### config.mk
export PLATFORM = sky130hd
export DESIGN_NAME = dram_cmd_sequencer
export DESIGN_NICKNAME = d
export VERILOG_FILES = /design/src/rtl/dram_cmd_sequencer.sv
export SDC_FILE = /design/constraint.sdc
export NUM_CORES = 1
export LEC_CHECK = 0
export BUFFER_PORTS_ARGS = -buffer_cell sky130_fd_sc_hd__buf_2
export CORE_UTILIZATION = 45
export CTS_BUF_LIST = sky130_fd_sc_hd__clkbuf_4 sky130_fd_sc_hd__clkbuf_8 sky130_fd_sc_hd__clkbuf_16
export DETAILED_ROUTE_END_ITERATION = 8
export GPL_TIMING_DRIVEN = 0
export PLACE_DENSITY = 0.71
export SYNTH_ARGS = -nofsm -noshare
export SYNTH_HDL_FRONTEND = slang
export SYNTH_SLANG_ARGS = --single-unit
### constraint.sdc
create_clock -name clk -period 4.6 [get_ports clk]
set_input_delay 0.23 -clock clk [delete_from_list [all_inputs] [get_ports clk]]
set_output_delay 0.23 -clock clk [all_outputs]
set_load 0.01 [all_outputs]
### src/rtl/dram_cmd_sequencer.sv
// ----------------------------------------------------------------------------
// dram_cmd_sequencer
//
// Closed-page DDR5 command sequencer sitting between the request queue and
// the DIMM command bus. Accepts one request at a time, decodes the address
// into channel / bank group / bank / row / column, then issues the two-cycle
// ACT, the two-cycle RD or WR, and a PRE, spacing them by the DRAM timing
// parameters. One DIMM cycle equals two clk cycles, so each parameter costs
// 2*param clk cycles.
//
// Ports
//   clk          CPU clock, rising edge
//   rst          synchronous active-high reset
//   req_valid    request present at queue head
//   req_ready    sequencer idle; request taken when req_valid && req_ready
//   req_op       0=read, 1=write, 2=instruction fetch (read), 3=illegal
//   req_addr     36-bit physical address
//   cmd_valid    one-cycle strobe per command
//   cmd_type     0=ACT0 1=ACT1 2=RD0 3=RD1 4=WR0 5=WR1 6=PRE
//   cmd_channel  addr[6]
//   cmd_bg       addr[9:7]
//   cmd_bank     addr[11:10]
//   cmd_row      addr[33:18]
//   cmd_col      {addr[17:12], addr[5:2]}
//   busy         sequencer not idle
//   done         one-cycle pulse when tRP expires and the sequencer idles
//   err          one-cycle pulse after an illegal op is accepted
// ----------------------------------------------------------------------------
module dram_cmd_sequencer #(
    parameter int unsigned TRCD   = 39,
    parameter int unsigned TCAS   = 40,
    parameter int unsigned TCWL   = 38,
    parameter int unsigned TBURST = 8,
    parameter int unsigned TWR    = 30,
    parameter int unsigned TRP    = 39,
    parameter int unsigned CNT_W  = 16
) (
    input  logic        clk,
    input  logic        rst,
    input  logic        req_valid,
    output logic        req_ready,
    input  logic [1:0]  req_op,
    input  logic [35:0] req_addr,
    output logic        cmd_valid,
    output logic [2:0]  cmd_type,
    output logic        cmd_channel,
    output logic [2:0]  cmd_bg,
    output logic [1:0]  cmd_bank,
    output logic [15:0] cmd_row,
    output logic [9:0]  cmd_col,
    output logic        busy,
    output logic        done,
    output logic        err
);

    // Gap, in clk cycles, from one command strobe to the next.
    localparam int unsigned GAP_RCD = 2 * TRCD;
    localparam int unsigned GAP_RD  = 2 * (TCAS + TBURST);
    localparam int unsigned GAP_WR  = 2 * (TCWL + TBURST + TWR);
    localparam int unsigned GAP_RP  = 2 * TRP;

    // Every gap is at least 2, so each command state can always hand off to
    // its wait state before the counter reaches 1.
    if (CNT_W < 2 || CNT_W > 31 || TRCD < 1 || TRP < 1 || (TCAS + TBURST) < 1 ||
        GAP_WR  >= (32'd1 << CNT_W) || GAP_RD >= (32'd1 << CNT_W) ||
        GAP_RCD >= (32'd1 << CNT_W) || GAP_RP >= (32'd1 << CNT_W)) begin : g_bad_params
        $error("dram_cmd_sequencer: CNT_W too narrow or timing parameter zero");
    end

    localparam logic [CNT_W-1:0] LD_TWO = CNT_W'(2);
    localparam logic [CNT_W-1:0] LD_RCD = CNT_W'(GAP_RCD);
    localparam logic [CNT_W-1:0] LD_RD  = CNT_W'(GAP_RD);
    localparam logic [CNT_W-1:0] LD_WR  = CNT_W'(GAP_WR);
    localparam logic [CNT_W-1:0] LD_RP  = CNT_W'(GAP_RP);
    localparam logic [CNT_W-1:0] CNT_ONE = CNT_W'(1);

    localparam logic [2:0] CMD_ACT0 = 3'd0;
    localparam logic [2:0] CMD_ACT1 = 3'd1;
    localparam logic [2:0] CMD_RD0  = 3'd2;
    localparam logic [2:0] CMD_RD1  = 3'd3;
    localparam logic [2:0] CMD_WR0  = 3'd4;
    localparam logic [2:0] CMD_WR1  = 3'd5;
    localparam logic [2:0] CMD_PRE  = 3'd6;

    typedef enum logic [3:0] {
        IDLE,
        ACT0,
        ACT1,
        WAIT_RCD,
        CAS0,
        CAS1,
        WAIT_PRE,
        PRE,
        WAIT_RP
    } state_t;

    state_t           state;
    logic [CNT_W-1:0] cnt;
    logic             is_write;

    // Address bits not used by the command fields.
    logic unused_addr_bits;
    assign unused_addr_bits = ^{req_addr[35:34], req_addr[1:0]};

    assign req_ready = (state == IDLE) && !rst;
    assign busy      = (state != IDLE);

    // Each command state is entered with the strobe already registered and
    // the counter loaded with the gap to the next command; the next command
    // fires on the cycle after the counter reads 1.
    always_ff @(posedge clk) begin
        if (rst) begin
            state       <= IDLE;
            cnt         <= '0;
            is_write    <= 1'b0;
            cmd_valid   <= 1'b0;
            cmd_type    <= '0;
            cmd_channel <= 1'b0;
            cmd_bg      <= '0;
            cmd_bank    <= '0;
            cmd_row     <= '0;
            cmd_col     <= '0;
            done        <= 1'b0;
            err         <= 1'b0;
        end else begin
            cmd_valid <= 1'b0;
            done      <= 1'b0;
            err       <= 1'b0;

            case (state)
                IDLE: begin
                    if (req_valid) begin
                        if (req_op == 2'd3) begin
                            err <= 1'b1;
                        end else begin
                            state       <= ACT0;
                            cnt         <= LD_TWO;
                            is_write    <= (req_op == 2'd1);
                            cmd_valid   <= 1'b1;
                            cmd_type    <= CMD_ACT0;
                            cmd_channel <= req_addr[6];
                            cmd_bg      <= req_addr[9:7];
                            cmd_bank    <= req_addr[11:10];
                            cmd_row     <= req_addr[33:18];
                            cmd_col     <= {req_addr[17:12], req_addr[5:2]};
                        end
                    end
                end

                ACT0: begin
                    if (cnt == CNT_ONE) begin
                        state     <= ACT1;
                        cnt       <= LD_RCD;
                        cmd_valid <= 1'b1;
                        cmd_type  <= CMD_ACT1;
                    end else begin
                        cnt <= cnt - CNT_ONE;
                    end
                end

                ACT1: begin
                    state <= WAIT_RCD;
                    cnt   <= cnt - CNT_ONE;
                end

                WAIT_RCD: begin
                    if (cnt == CNT_ONE) begin
                        state     <= CAS0;
                        cnt       <= LD_TWO;
                        cmd_valid <= 1'b1;
                        cmd_type  <= is_write ? CMD_WR0 : CMD_RD0;
                    end else begin
                        cnt <= cnt - CNT_ONE;
                    end
                end

                CAS0: begin
                    if (cnt == CNT_ONE) begin
                        state     <= CAS1;
                        cnt       <= is_write ? LD_WR : LD_RD;
                        cmd_valid <= 1'b1;
                        cmd_type  <= is_write ? CMD_WR1 : CMD_RD1;
                    end else begin
                        cnt <= cnt - CNT_ONE;
                    end
                end

                CAS1: begin
                    state <= WAIT_PRE;
                    cnt   <= cnt - CNT_ONE;
                end

                WAIT_PRE: begin
                    if (cnt == CNT_ONE) begin
                        state     <= PRE;
                        cnt       <= LD_RP;
                        cmd_valid <= 1'b1;
                        cmd_type  <= CMD_PRE;
                    end else begin
                        cnt <= cnt - CNT_ONE;
                    end
                end

                PRE: begin
                    state <= WAIT_RP;
                    cnt   <= cnt - CNT_ONE;
                end

                WAIT_RP: begin
                    if (cnt == CNT_ONE) begin
                        state       <= IDLE;
                        cnt         <= '0;
                        is_write    <= 1'b0;
                        done        <= 1'b1;
                        cmd_type    <= '0;
                        cmd_channel <= 1'b0;
                        cmd_bg      <= '0;
                        cmd_bank    <= '0;
                        cmd_row     <= '0;
                        cmd_col     <= '0;
                    end else begin
                        cnt <= cnt - CNT_ONE;
                    end
                end

                default: begin
                    state <= IDLE;
                    cnt   <= '0;
                end
            endcase
        end
    end

endmodule

After elaboration in Yosys (flattened, before gate mapping). Index checks and enable logic that the tools add are counted.

Flip-flop bits (word level): 59. Input bits: 41. Output and inout bits: 40. Logic and storage cells: 102.

Equality and inequality tests: 18. Multiplexer cells: 53. Add/subtract/negate cells: 1. Bitwise operators: 3. Reductions and logical operators: 15.

Operators by type and width (number): $mux 16 (9); $pmux 16 s6 (1); $pmux 4 s9 (1); $mux 3 (11); $pmux 16 s2 (1); $mux 10 (3); $mux 4 (7); $pmux 10 s2 (1); $pmux 3 s6 (1); $eq 16x1->1 const B (1); $eq 4x3->1 const B (4); $sub 16x1->16 const B (1); $ne 2x2->1 const B (7); $mux 1 (9); $eq 4x2->1 const B (2); $mux 8 (1); $reduce_and 8->1 (1); $reduce_and 7->1 (1); $mux 2 (3); $pmux 1 s2 (3); $pmux 3 s2 (1); $reduce_bool 6->1 (1); $reduce_or 3->1 (2); $eq 4x1->1 const B (1); 14 further kinds (17).

Depth between registers and ports, before layout. Gate-level depths: netlist (run 1).

Word-level depth: 4. Gate-level depth with buffers: 11. Gate-level depth less buffers: 8.

Worst setup path before layout (run 1). OpenSTA, ideal clock, no wires.

Path kind: flip-flop to flip-flop. Start: register cnt[0]. End: register cnt[12]. Period minus slack after synthesis: 2.149 ns. Cell stages (with the launch flop): 9. Arrival: 2.025 ns. Path buffers: 0. Data required time: 4.476 ns. Path slack: 2.451 ns. Library setup time: 0.124 ns. Cells stage by stage: dfxtp_1 > inv_1 > ha_1 > or3b_4 > or3_4 > or3b_4 > nor3_2 > xnor2_1 > nor2_2.

Longest elaborated chain between the ends: 3. Elaborated cells on any way between the ends: 7. Those cells by class: add/sub: 1; eq/ne: 1; mux: 5.

Ends and longest elaborated chain: start: declaration (RTL line 98) `logic [CNT_W-1:0] cnt;`; start signal: assignment (RTL line 157) `cnt <= cnt - CNT_ONE;`; start signal: assignment (RTL line 163) `cnt <= cnt - CNT_ONE;`; start signal: assignment (RTL line 173) `cnt <= cnt - CNT_ONE;`; $sub 16x1->16 or $eq 16x1->1 (tied branches); $mux 16 (on tied branches); $pmux 16 s6 (*) (RTL line 130) `case (state)`.

Mark *: on every way between the ends. The rest lies on a longest branch, timed or not. A chain may end at the register's enable or synchronous reset.

Final worst setup path (run 1).
Start: register cnt[1]. End: register cmd_col[9].

Longest elaborated chain between the ends: 3.

Ends and longest elaborated chain: $eq 16x1->1 (RTL line 210) `if (cnt == CNT_ONE) begin`; $ne 2x2->1 (no source line); $reduce_and 4->1 (no source line); end signal: assignment (RTL line 145) `cmd_col <= {req_addr[17:12], req_addr[5:2]};`; end: declaration (RTL line 50) `output logic [9:0] cmd_col,`.

Every way passes these cells.

==> impl_metrics.env, run 1 <==
export IMPL_routed_wirelength_mm=6.75
export IMPL_path_clk_slew_ns=0.07
export IMPL_fin_nets=445
export IMPL_startpoint="cnt[1]"
export IMPL_syn_num_nets=358
export IMPL_path_common_cell="buf_2"
export IMPL_drv_slew=0
export IMPL_min_period_over_period=0.508
export IMPL_critical_path_class="flop to flop"
export IMPL_crit_slowest_cell="dfxtp_1"
export IMPL_critPathTopFamily="simple AND/OR/NAND/NOR gates"
export IMPL_numPortBuffers=76
export IMPL_tightest_slew_ns=0.476
export IMPL_insertion_delay_ns=0.33
export IMPL_synth_seq_cells=59
export IMPL_ctsHoldBuffers=0
export IMPL_ys_top_cells_by_count="dfxtp_1 (59), nor2_1 (58), a22oi_1 (33)"
export IMPL_reg2reg_to="cmd_col[9]"
export IMPL_std_cell_rows=27
export IMPL_clockRootBuffer="clkbuf_8"
export IMPL_avgRoutedWirePerCell_um=14.1
export IMPL_min_period_ns=2.34
export IMPL_grt_max_degree=11
export IMPL_timing_rr_start="cnt[1]"
export IMPL_die_y_um=79.4
export IMPL_cap_violations=0
export IMPL_finalSetupViolCount=0
export IMPL_slowest_delay_ns=0.32
export IMPL_cp_max_fo=10
export IMPL_synthArstFlopShare=0
export IMPL_seq_area_frac_synth=0.438
export IMPL_place_ws_ns=2.30
export IMPL_drc=0
export IMPL_syn_area_per_cell_sq_um=8.55
export IMPL_rr_worst_depth=11
export IMPL_grt_first_pass_wirelength_mm=11.1
export IMPL_cts_made_buffers=9
export IMPL_hp_class="input port to flop"
export IMPL_drtIter0Drc=146
export IMPL_cts_tree="built"
export IMPL_viasPerCell=5.45
export IMPL_path_buf_inv=4
export IMPL_vias=2606
export IMPL_core_sq_um=5640
export IMPL_ctsHtreeMaxLevel=3
export IMPL_antenna_found_initial=0
export IMPL_worstSetupEndpointType="flop"
export IMPL_worstPathArrival_ns=2.54
export IMPL_layout_setup_ws_ns=2.26
export IMPL_ys_top_cells_by_area="dfxtp_1 (44%), a22oi_1 (9.2%), nor2_1 (8.1%)"
export IMPL_slew_headroom=0.683
export IMPL_n_fill_cell=508
export IMPL_syn_cell_area_sq_um=2690
export IMPL_required_ns=4.80
export IMPL_synthCells=315
export IMPL_place_congestion=0.842
export IMPL_cp_cell_sequence="inv_1, ha_1, nor4b_1, and4_1, buf_4, a21oi_1, or2_1, buf_2, buf_2, a22oi_1, nor2_1"
export IMPL_cp_depth=11
export IMPL_synth_most_common_cell="dfxtp_1"
export IMPL_hold_viol=0
export IMPL_outcome="completed"
export IMPL_p_leak_nw=1.45
export IMPL_fp_dieW_um=79.4
export IMPL_skew_ns=0.00614
export IMPL_grt_usage=0.226
export IMPL_cts_sinks=59
export IMPL_fmax_mhz=428
export IMPL_cts_repair_resized=0
export IMPL_crit_end="cmd_col[9]"
export IMPL_rrSetupSlack_ns=2.26
export IMPL_grt_ovfl_total=0
export IMPL_ant_nets=0
export IMPL_yosys_area_top_type="dfxtp_1"
export IMPL_drive_gt1_frac=0.278
export IMPL_yosysWarnings=0
export IMPL_ys_flop_type="dfxtp_1"
export IMPL_cts_path_max_buffers=2
export IMPL_ios=81
export IMPL_syn_to_final_growth_pct=24.9
export IMPL_synth_cell_types=54
export IMPL_start_util=0.477
export IMPL_die_area_sq_um=6300
export IMPL_start_kind="flop"
export IMPL_synth_top_area_share=0.438
export IMPL_cts_setup_buffers=0
export IMPL_dp_hpwl_mm=4.83
export IMPL_tns_ns=0
export IMPL_power_density_nw_per_um2=434
export IMPL_ir_worst_vdd_mv=0.212
export IMPL_synth_edf_count=0
export IMPL_antenna_cells=0
export IMPL_hold_start="req_addr[26]"
export IMPL_rsz0062_at_grt="false"
export IMPL_grt_pass1_vias=2422
export IMPL_drt_pass1_iterations=4
## worst min path at each step
stage / endpoint / slack, ns / cells after the start
after floorplan: cmd_bank[0] / 0.39 / 2
after global placement: cmd_type[0] / 0.46 / 2
after detailed placement: cmd_type[0] / 0.46 / 2
after CTS: cmd_row[7] / 0.13 / 3
after global routing: cmd_bg[1] / 0.14 / 3
final: cmd_row[8] / 0.14 / 3
## logic make-up (layout without fill, tap and decap cells)
logic type,Yosys count,in the layout,share of synthesized area
XOR/XNOR,12,12,0.0390
buffers and inverters,30,121,0.0497
flip-flops,59,59,0.438
AND/OR/NAND/NOR,126,126,0.247
AO/OA/AOI/OAI,86,86,0.216
adder cells (fa/ha/maj),2,2,0.00929
## metrics by stage
step           power [mW]  cell area, sq um  std cells  utilization  hold WS [ns]
2_1_floorplan       0.888              2690        315            -         0.393
3_3_place_gp        0.982              3160        463        0.561         0.460
3_5_place_dp        0.989              3160        463        0.561         0.459
4_1_cts              1.47              3370        478        0.597         0.131
5_1_grt              1.55              3370        478        0.597         0.137
6_report             1.46              3370        478        0.597         0.143
## cell usage in the layout (no fill, tap or decap), types with 3 or more instances in the layout
| master | n |
|---|---|
| buf_2 | 84 |
| dfxtp_1 | 59 |
| nor2_1 | 58 |
| a22oi_1 | 33 |
| a21oi_1 | 16 |
| o21ai_0 | 14 |
| clkbuf_1 | 12 |
| nand2_1 | 12 |
| clkbuf_8 | 11 |
| nor3_1 | 10 |
| xnor2_1 | 7 |
| inv_1 | 6 |
| xor2_1 | 5 |
| o211ai_1 | 5 |
| nand3_1 | 4 |
| or3_1 | 3 |
| or2_2 | 3 |
| nor4b_1 | 3 |
| nand4_1 | 3 |
| nor2b_1 | 3 |
| nand2b_1 | 3 |
## worst min-delay path, cell delays in order
cell	delay [ns]
buf_2	0.08
a22oi_1	0.06
nor2_1	0.07
## power by group
part	total (mW)	switching, mW	leakage [nW]	internal [mW]
Combinational	0.383	0.208	0.870	0.174
Sequential	0.598	0.0388	0.482	0.559
Clock	0.482	0.206	0.0974	0.276
Total	1.46	0.453	1.45	1.01
## layer usage
layer | vias up | wire, um | share of wire | GRT usage
met3 | 15 | 327 | 0.048 | 0.0446
met1 | 1198 | 3100 | 0.46 | 0.283
met4 | 0 | 159 | 0.024 | 0.140
met5 | - | 0 | 0 | 0
li1 | 1307 | - | - | -
met2 | 86 | 3170 | 0.47 | 0.356
## cell type report
cell class,instances,area (sq um),area share
sequential,59,1180,0.351
inverter,6,22.5,0.00669
buffer,24,111,0.0331
multi-input combinational,226,1380,0.410
timing repair buffer,76,380,0.113
clock inverter,4,50.0,0.0149
clock buffer,11,151,0.0450
tap,72,90.1,0.0268
## sequential cells by signal (all words and copies together) (netlist names)
name,count
cmd_row,16
cnt,16
cmd_col,10
state,4
cmd_bg,3
cmd_type,3
cmd_bank,2
cmd_channel,1
cmd_valid,1
done,1
err,1
is_write,1
Note: power is estimated with default switching activity, not from simulation.
==> run 2, diff against run 1 <==
clock period = 2.36 ns   (was 4.6 ns; I/O delays follow)
==> impl_metrics.env, run 2 (synthesis gave the netlist of run 1 again) <==
export IMPL_fp_dieW_um=79.4
export IMPL_ir_worst_vdd_mv=0.440
export IMPL_drive_gt1_frac=0.293
export IMPL_syn_to_final_growth_pct=27.4
export IMPL_cts_setup_buffers=0
export IMPL_final_common_cell="buf_2"
export IMPL_cap_violations=0
export IMPL_die_area_sq_um=6300
export IMPL_rsz0062_at_grt="true"
export IMPL_hold_viol=0
export IMPL_critical_path_class="flop to flop"
export IMPL_placed_cells=463
export IMPL_pwr_share_clk=0.324
export IMPL_min_period_over_period=0.970
export IMPL_hold_slack_ns=0.0312
export IMPL_instances_no_fill=478
export IMPL_ant_nets=0
export IMPL_p_sw_uw=900
export IMPL_cts_path_max_buffers=2
export IMPL_cts_made_buffers=9
export IMPL_required_ns=2.57
export IMPL_fmax_mhz=437
export IMPL_dp_hpwl_mm=4.83
export IMPL_ios=81
export IMPL_routed_wirelength_mm=6.80
export IMPL_antenna_found_initial=0
export IMPL_viasPerCell=5.52
export IMPL_min_period_ns=2.29
export IMPL_grt_ovfl_total=0
export IMPL_place_congestion=0.842
export IMPL_fin_nets=445
export IMPL_finalSetupViolCount=0
export IMPL_cts_tree="built"
export IMPL_grt_max_degree=11
export IMPL_vias=2639
export IMPL_p_comb_frac=0.270
export IMPL_hp_class="input port to flop"
export IMPL_p_sw_frac=0.311
export IMPL_avgRoutedWirePerCell_um=14.2
export IMPL_ctsHoldBuffers=0
export IMPL_cp_max_fo=4
export IMPL_core_sq_um=5640
export IMPL_grt_first_pass_wirelength_mm=11.1
export IMPL_numPortBuffers=76
export IMPL_cts_repair_resized=0
export IMPL_worstPathArrival_ns=2.50
export IMPL_outcome="completed"
export IMPL_antenna_cells=0
export IMPL_std_cell_rows=27
export IMPL_drt_pass1_iterations=4
export IMPL_path_clk_slew_ns=0.07
export IMPL_grt_pass1_vias=2422
export IMPL_cts_sinks=59
export IMPL_drc=0
export IMPL_most_common_layout_cells="buf_2 (80), dfxtp_1 (59), nor2_1 (58)"
export IMPL_die_y_um=79.4
export IMPL_start_util=0.477
export IMPL_power_frac_seq=0.406
export IMPL_p_int_mw=1.99
export IMPL_drtIter0Drc=123
export IMPL_worstSetupEndpointType="flop"
export IMPL_slew_headroom=0.672
export IMPL_insertion_delay_ns=0.33
export IMPL_skew_ns=0.00648
export IMPL_clockRootBuffer="clkbuf_8"
export IMPL_ctsHtreeMaxLevel=3
export IMPL_start_kind="flop"
export IMPL_p_leak_nw=1.47
export IMPL_grt_usage=0.226
export IMPL_tightest_slew_ns=0.492
export IMPL_reg_largest_list="cmd_row: 16 flops, cnt: 16 flops, cmd_col: 10 flops"
export IMPL_drv_slew=0
export IMPL_power_density_nw_per_um2=842
-- run 2: cell types whose count changed in the layout (fill, tap and decap cells not counted), moves of 3 or more --
cell	previous run	this run
buf_2	84	80
a22oi_1	33	30
a22oi_2	0	3
buf_4	1	4
-- run 2: worst max-delay path: stages, from the launching register on --
cell and delay, ns:
dfxtp_1 0.32, inv_1 0.10, ha_2 0.23, or3b_4 0.41
or3_4 0.36, or3b_4 0.41, nor3_2 0.15, xnor2_1 0.15
nor2_2 0.04
-- run 2: power groups by stage --
stage	combinational [mW]	sequential, mW	clock (mW)
floorplan	0.538	1.19	0
global placement	0.731	1.18	0
detailed placement	0.743	1.19	0
CTS	0.747	1.16	0.960
global route	0.868	1.19	1.01
finish	0.780	1.17	0.938
-- run 2: layout make-up --
type / instances / area, sq um
clock buffers: 11 / 151
repair buffers: 76 / 380
well taps: 72 / 90.1
plain buffers: 24 / 125
fillers: 504 / 2210
inverters: 6 / 22.5
flip-flops and latches: 59 / 1180
clock inverters: 4 / 50.0
multi-input cells: 226 / 1430
-- run 2: path summary, 6_finish.rpt --
kind	startpoint	end	slack, ns	cells after the start
worst max-delay path	cnt[1]	cnt[12]	0.07	8
worst min-delay path	req_addr[26]	cmd_row[8]	0.03	3
worst max register to register	cnt[1]	cnt[12]	0.07	8
worst min register to register	cmd_type[0]	cmd_type[0]	0.47	2
-- run 2: stage by stage --
stage	setup WS, ns	util	cell area (sq um)	total power, mW	setup TNS, ns
after global routing	-0.0321	0.609	3430	3.06	-0.0467
final	0.0702	0.609	3430	2.89	0
after detailed placement	0.0574	0.561	3160	1.93	0
after floorplan	0.211	-	2690	1.73	0
after CTS	0.0351	0.597	3370	2.87	0
after global placement	0.0959	0.561	3160	1.91	0
-- run 2: layer usage --
| layer | vias to the layer above | wire (um) | GRT usage |
|---|---|---|---|
| met1 | 1209 | 3090 | 0.283 |
| met3 | 15 | 367 | 0.0446 |
| li1 | 1311 | - | - |
| met4 | 0 | 170 | 0.140 |
| met5 | - | 0 | 0 |
| met2 | 104 | 3170 | 0.356 |
==> run 3, diff against run 2 <==
CELL_PAD_IN_SITES_DETAIL_PLACEMENT = 1   (was unset)
CELL_PAD_IN_SITES_GLOBAL_PLACEMENT = 1   (was unset)
CORE_UTILIZATION = 37   (was 45)
PLACE_DENSITY = unset   (was 0.71)
PLACE_DENSITY_LB_ADDON = 0.1   (was unset)
==> impl_metrics.env, run 3 (synthesis gave the netlist of run 1 again) <==
export IMPL_min_period_ns=2.30
export IMPL_instances_no_fill=502
export IMPL_drive_gt1_frac=0.296
export IMPL_fin_nets=444
export IMPL_worstPathArrival_ns=2.52
export IMPL_grt_first_pass_wirelength_mm=12.6
export IMPL_tns_ns=0
export IMPL_cp_cell_sequence="inv_1, ha_2, or3b_4, or3_4, or3b_4, nor3_2, xnor2_1, nor2_2"
export IMPL_drtIter0Drc=91
export IMPL_most_common_layout_cells="buf_2 (82), dfxtp_1 (59), nor2_1 (58)"
export IMPL_hp_class="input port to flop"
export IMPL_required_ns=2.57
export IMPL_wl_met1_mm=3.52
export IMPL_die_area_sq_um=7630
export IMPL_tightest_slew_ns=0.510
export IMPL_path_buf_inv=1
export IMPL_crit_slowest_cell="or3b_4"
export IMPL_insertion_delay_ns=0.33
export IMPL_ctsHoldBuffers=0
export IMPL_finalSetupViolCount=0
export IMPL_slowest_delay_ns=0.42
export IMPL_place_congestion=0.866
export IMPL_grt_ovfl_total=0
export IMPL_syn_to_final_growth_pct=27.8
export IMPL_path_clk_slew_ns=0.08
export IMPL_cts_tree="built"
export IMPL_grt_usage=0.214
export IMPL_std_cell_rows=30
export IMPL_cp_max_fo=4
export IMPL_cts_made_buffers=9
export IMPL_fin_util=0.498
export IMPL_met3_wirelength_um=346
export IMPL_vias=2656
export IMPL_viasPerCell=5.29
export IMPL_layout_setup_ws_ns=0.0558
export IMPL_skew_ns=0.00998
export IMPL_start_util=0.390
export IMPL_cap_violations=0
export IMPL_place_ws_ns=-0.0252
export IMPL_die_y_um=87.3
export IMPL_p_leak_nw=1.46
export IMPL_core_sq_um=6910
export IMPL_start_kind="flop"
export IMPL_min_period_over_period=0.976
export IMPL_antenna_found_initial=0
export IMPL_drt_pass1_iterations=4
export IMPL_ir_worst_vdd_mv=0.342
export IMPL_final_common_cell="buf_2"
export IMPL_grt_max_degree=12
export IMPL_critPathTopFamily="simple AND/OR/NAND/NOR gates"
export IMPL_fp_dieW_um=87.3
export IMPL_antenna_cells=0
export IMPL_path_common_cell="or3b_4"
export IMPL_hold_viol=0
export IMPL_cts_path_max_buffers=2
export IMPL_clockRootBuffer="clkbuf_8"
export IMPL_ant_nets=0
export IMPL_fmax_mhz=434
export IMPL_ios=81
export IMPL_rsz0062_at_grt="true"
export IMPL_top_layer="met4"
export IMPL_worstSetupEndpointType="flop"
export IMPL_cts_sinks=59
export IMPL_drc=0
export IMPL_ctsHtreeMaxLevel=3
export IMPL_routed_wirelength_mm=7.85
export IMPL_avgRoutedWirePerCell_um=15.6
export IMPL_hold_slack_ns=0.0298
export IMPL_met2_length_mm=3.91
export IMPL_dp_hpwl_mm=5.64
export IMPL_reg_largest_list="cmd_row: 16 flops, cnt: 16 flops, cmd_col: 10 flops"
export IMPL_placed_cells=487
export IMPL_critical_path_class="flop to flop"
export IMPL_outcome="completed"
export IMPL_drv_slew=0
export IMPL_slew_headroom=0.660
export IMPL_numPortBuffers=76
export IMPL_grt_pass1_vias=2574
export IMPL_power_density_nw_per_um2=845
-- run 3: layer usage --
layer,vias up,global-route usage
met1,1275,0.261
li1,1306,-
met5,-,0
met3,6,0.0569
met2,69,0.369
met4,0,0.0596
-- run 3: final timing paths --
path,startpoint,endpoint,slack [ns],cells after the start
worst max-delay path,cnt[1],cnt[12],0.06,8
worst min-delay path,req_addr[25],cmd_row[7],0.03,3
worst max register to register,cnt[1],cnt[12],0.06,8
worst min register to register,cmd_type[0],cmd_type[0],0.48,2
-- run 3: repair_timing --
item                                    4_1_cts  5_1_grt
setup buffers                                 0        0
resized for setup                             2       11
cloned                                        0        0
endpoints found under the setup margin       36       44
-- run 3: cell type report --
cell class	count	area, sq um
flip-flops and latches	59	1180
fillers	895	3460
repair buffers	76	380
clock inverters	6	63.8
well taps	96	120
clock buffers	10	138
multi-input cells	226	1420
plain buffers	23	118
inverters	6	22.5
-- run 3: worst reg2reg max path: cells and delay by family, from the launching register on --
kind                     cells  cell delay, ns
buffers and inverters        1            0.11
XOR/XNOR                     1            0.15
flip-flops                   1            0.33
adder cells (fa/ha/maj)      1            0.23
AND/OR/NAND/NOR              5            1.37
-- run 3: where the power goes --
part / internal, mW / switching [mW] / leakage (nW) / total, mW
sequential: 1.09 / 0.0917 / 0.482 / 1.18
clock: 0.516 / 0.424 / 0.0987 / 0.941
combinational: 0.360 / 0.428 / 0.884 / 0.788
total: 1.96 / 0.944 / 1.46 / 2.91
-- run 3: per-stage QoR --
step / power (mW) / area [sq um]
6_report: 2.91 / 3440
5_1_grt: 3.09 / 3440
4_1_cts: 2.92 / 3410
3_5_place_dp: 1.96 / 3190
3_3_place_gp: 1.93 / 3190
2_1_floorplan: 1.73 / 2690
